==> src/rtl/hilo_ctrl.sv <==
// hilo_ctrl: HI/LO owner and issue/retire controller for the multiply/divide unit
module hilo_ctrl (
  input  logic        clock,
  input  logic        reset,
  input  logic        e_valid,
  input  logic [3:0]  e_op,
  input  logic [31:0] e_rs,
  input  logic [31:0] e_rt,
  output logic        stall,
  output logic [31:0] hilo_rdata,
  output logic        busy,
  output logic [31:0] mdu_src0,
  output logic [31:0] mdu_src1,
  output logic [1:0]  mdu_op,
  output logic        mdu_sign,
  output logic        mdu_in_valid,
  input  logic        mdu_in_ready,
  input  logic        mdu_out_valid,
  output logic        mdu_out_ready,
  input  logic [31:0] mdu_res0,
  input  logic [31:0] mdu_res1
);
  typedef enum logic {IDLE, WAIT} state_t;
  state_t      state;
  logic [31:0] hi, lo;
  logic        start, hilo;
  assign mdu_src0 = e_rs;
  assign mdu_src1 = e_rt;
  // reset gating keeps the launch/stall/read outputs quiet while reset is held
  always_comb begin
    start         = e_valid && e_op >= 4'd1 && e_op <= 4'd4;
    hilo          = e_valid && e_op >= 4'd1 && e_op <= 4'd8;
    busy          = state == WAIT;
    mdu_in_valid  = reset && !busy && start;
    mdu_out_ready = busy;
    stall         = reset && hilo && (busy || (start && !mdu_in_ready));
    hilo_rdata    = !reset ? 32'd0 : (e_valid && e_op == 4'd7) ? hi : (e_valid && e_op == 4'd8) ? lo : 32'd0;
    mdu_op        = !start ? 2'd0 : e_op <= 4'd2 ? 2'd1 : 2'd2;
    mdu_sign      = start && (e_op == 4'd1 || e_op == 4'd3);
  end
  always_ff @(posedge clock or negedge reset) begin
    if (!reset) begin
      state <= IDLE;
      hi    <= 32'd0;
      lo    <= 32'd0;
    end else if (busy) begin
      if (mdu_out_valid) begin
        lo    <= mdu_res0;
        hi    <= mdu_res1;
        state <= IDLE;
      end
    end else if (start && mdu_in_ready) begin
      state <= WAIT;
    end else if (e_valid && e_op == 4'd5) begin
      hi <= e_rs;
    end else if (e_valid && e_op == 4'd6) begin
      lo <= e_rs;
    end
  end
endmodule

==> config.mk <==
export PLATFORM = sky130hd
export DESIGN_NAME = hilo_ctrl
export DESIGN_NICKNAME = d
export VERILOG_FILES = /design/src/rtl/hilo_ctrl.sv
export SDC_FILE = /design/constraint.sdc
export NUM_CORES = 1
export LEC_CHECK = 0
export ABC_CLOCK_PERIOD_IN_PS = 2700
export BUFFER_PORTS_ARGS = -buffer_cell sky130_fd_sc_hd__buf_2
export CORE_MARGIN = 2
export CORE_UTILIZATION = 41
export CTS_CLUSTER_DIAMETER = 40
export DETAILED_ROUTE_END_ITERATION = 6
export MAX_ROUTING_LAYER = met4
export PLACE_DENSITY = 0.75
export SKIP_CTS_REPAIR_TIMING = 1
export SYNTH_ARGS = -nofsm -noshare
export SYNTH_HDL_FRONTEND = slang
export SYNTH_SLANG_ARGS = --single-unit
==> constraint.sdc <==
create_clock -name clock -period 2.7 [get_ports clock]
set_input_delay 0.81 -clock clock [delete_from_list [all_inputs] [get_ports clock]]
set_output_delay 0.81 -clock clock [all_outputs]
set_load 0.005 [all_outputs]
==> flow_summary.yaml <==
setup_path:
  path_class: "input pin to primary output"
  end_kind: "primary output"
  worstPathCellList: "buf_8 > clkinvlp_4 > nor3_4 > buf_6 > buf_8 > a22oi_2 > nor2_1 > buf_2"
  worstSetupStartpointType: "input pin"
  slowest_stage: "nor3_4"
  worstPathArrival_ns: 1.94
  critical_path_required_ns: 1.89
  worstPathMaxFanout: 8
  crit_path_max_incr_delay_ns: 0.22
  cp_common_cell: "buf_8"
  crit_buf_inv: 5
  critPathTopFamily: "buffers and inverters"
floorplanning:
  die-area_sq_mm: 0.0113
  core_area_sq_mm: 0.0102
  die_y_um: 106
  start_util: 0.418
  die_w_um: 106
  rows: 37
  io_pins: 240
grt:
  overflow: 0
  grt_pass1_wl_mm: 18.3
  grt.total_usage: 0.209
  grt_max_degree: 66
  antenna_found_initial: 0
  grt_pass1_vias: 3902
synthesis:
  ys_seq_area_frac: 0.380
  syn_area_per_cell_sq_um: 8.68
  synthTopCellsByArea: "dfrtp_1, a21oi_1, a21oi_2, buf_4, a22oi_1"
  yosys_most_used_dff: "dfrtp_1"
  synth.distinct_cells: 26
  mappedNetlistNets: 630
  synthCells: 493
  ys.warnings.count: 0
  postSynth.asyncResetShare: 1.00
  ys_ff_latch: 65
  synth_edf_count: 0
  synth_top_area_cell: "dfrtp_1"
  synth_top_area_frac: 0.380
  syn_area_sq_mm: 0.00428
sta:
  whs_ns: 0.519
  hold_violations: 0
  tightest_slew_ns: 0.843
  slew_violations: 0
  skew_ns: 0.00631
  totalNegativeSetupSlack_ns: -0.136
  max_slew_margin: 0.438
  setup-violations-final: 6
  rsz0062_at_grt: "yes"
  period_share: 1.02
  fmax_mhz: 364
  setup_slack_ns: -0.0478
  period_needed_ns: 2.75
layout:
  layout_common_cells: "buf_2, a21oi_1, dfrtp_1"
  antenna-diode-count: 0
  final_common_cell: "buf_2"
  fin_area_sq_mm: 0.00513
  syn_to_final_growth_pct: 19.9
  final_layout_size_suffix_gt1_frac: 0.478
  final_net_count: 735
placed_design:
  dp_hpwl_mm: 8.29
  place_congestion: 0.872
  placed_area_sq_mm: 0.00480
  io_buffer_count: 175
power:
  vdd.ir_drop.worst_uv: 256
  power_leakage_nw: 2.33
  powerDensity_mw_per_mm2: 605
outcome:
  violations: "negative setup slack"
  status: "complete, but fails checks"
routing:
  drc_errors: 0
  first_iter_violations: 194
  wl_per_cell_um: 16.3
  vias: 3985
  viasPerCell: 5.40
  ant_nets: 0
  drtPass1Iterations: 5
  drt_wl_total_mm: 12.0
worst_hold_path:
  hold_path.class: "flop to flop"
clocking:
  htree_levels: 3
  clock_sinks: 65
  clk_pin_slew_ns: 0.07
  clk_latency_ns: 0.33
  clockBufferDepth: 2
  cts_tree: "yes"
  cts_buffers: 9
  cts_root_buffer: "clkbuf_8"
job:
  max_cap_violations: 0
==> registers in the layout, indices dropped and copies added, names as in the netlist <==
register  flops
busy          1
lo           32
hi           32
==> area by class of cell <==
cell class,count,area (sq um)
fillers,979,5100
repair buffers,203,1160
multi-input cells,315,1990
flip-flops and latches,65,1630
clock buffers,15,166
well taps,136,170
inverters,4,18.8
==> per-layer routing <==
metal / up-vias / routed length, um / global-route usage
met3: 40 / 912 / 0.0435
li1: 1885 / - / -
met2: 186 / 5840 / 0.349
met4: 0 / 313 / 0.0827
met1: 1874 / 4940 / 0.248
met5: - / 0 / -
==> stage by stage <==
step	power [mW]	cells	util	setup slack (ns)
2_1_floorplan	2.14	493	-	-0.0629
3_3_place_gp	2.33	717	0.470	-0.0128
3_5_place_dp	2.38	717	0.470	-0.115
4_1_cts	3.11	732	0.486	-0.114
5_1_grt	3.33	738	0.502	-0.0836
6_report	3.11	738	0.502	-0.0478
==> tightest hold or removal path, cell delays in order (launching register included) <==
cell	delay (ns)
dfrtp_1	0.34
a21oi_1	0.05
a21oi_2	0.09
==> Yosys cell counts (all sizes together) (2+ instances only) <==
| cell type | instances |
|---|---|
| nor2b | 34 |
| nor2 | 32 |
| dfrtp | 65 |
| a41o | 2 |
| and2 | 2 |
| inv | 4 |
| o21ai | 2 |
| a21oi | 193 |
| nand2b | 3 |
| a22oi | 32 |
| clkbuf | 26 |
| nor3 | 4 |
| buf | 83 |
| and4 | 2 |
==> final timing paths <==
| kind | from | endpoint | slack, ns | depth (start not counted) |
|---|---|---|---|---|
| worst max register to register | busy | hi[31] | 0.66 | 5 |
| worst max-delay path | e_op[0] | hilo_rdata[18] | -0.05 | 8 |
| min in group asynchronous | reset | hi[31] | 0.69 | 2 |
| worst min-delay path | lo[16] | lo[16] | 0.52 | 2 |
| max in group asynchronous | reset | busy | 1.40 | 2 |
| worst min register to register | lo[16] | lo[16] | 0.52 | 2 |
==> cell families (layout without fill, tap and decap cells) <==
family / count (synthesis) / after routing / share of synthesized area
AOI/OAI and AO/OA: 232 / 232 / 0.348
DFF: 65 / 65 / 0.380
and+or+nand+nor: 82 / 82 / 0.100
buffers and inverters: 113 / 222 / 0.170
xor gates and xnor gates: 1 / 1 / 0.00205
==> power by group <==
part | switching [mW] | internal [mW]
registers | 0.193 | 1.30
clock network | 0.345 | 0.381
logic | 0.498 | 0.391
Power figures use the tool's default switching activity.
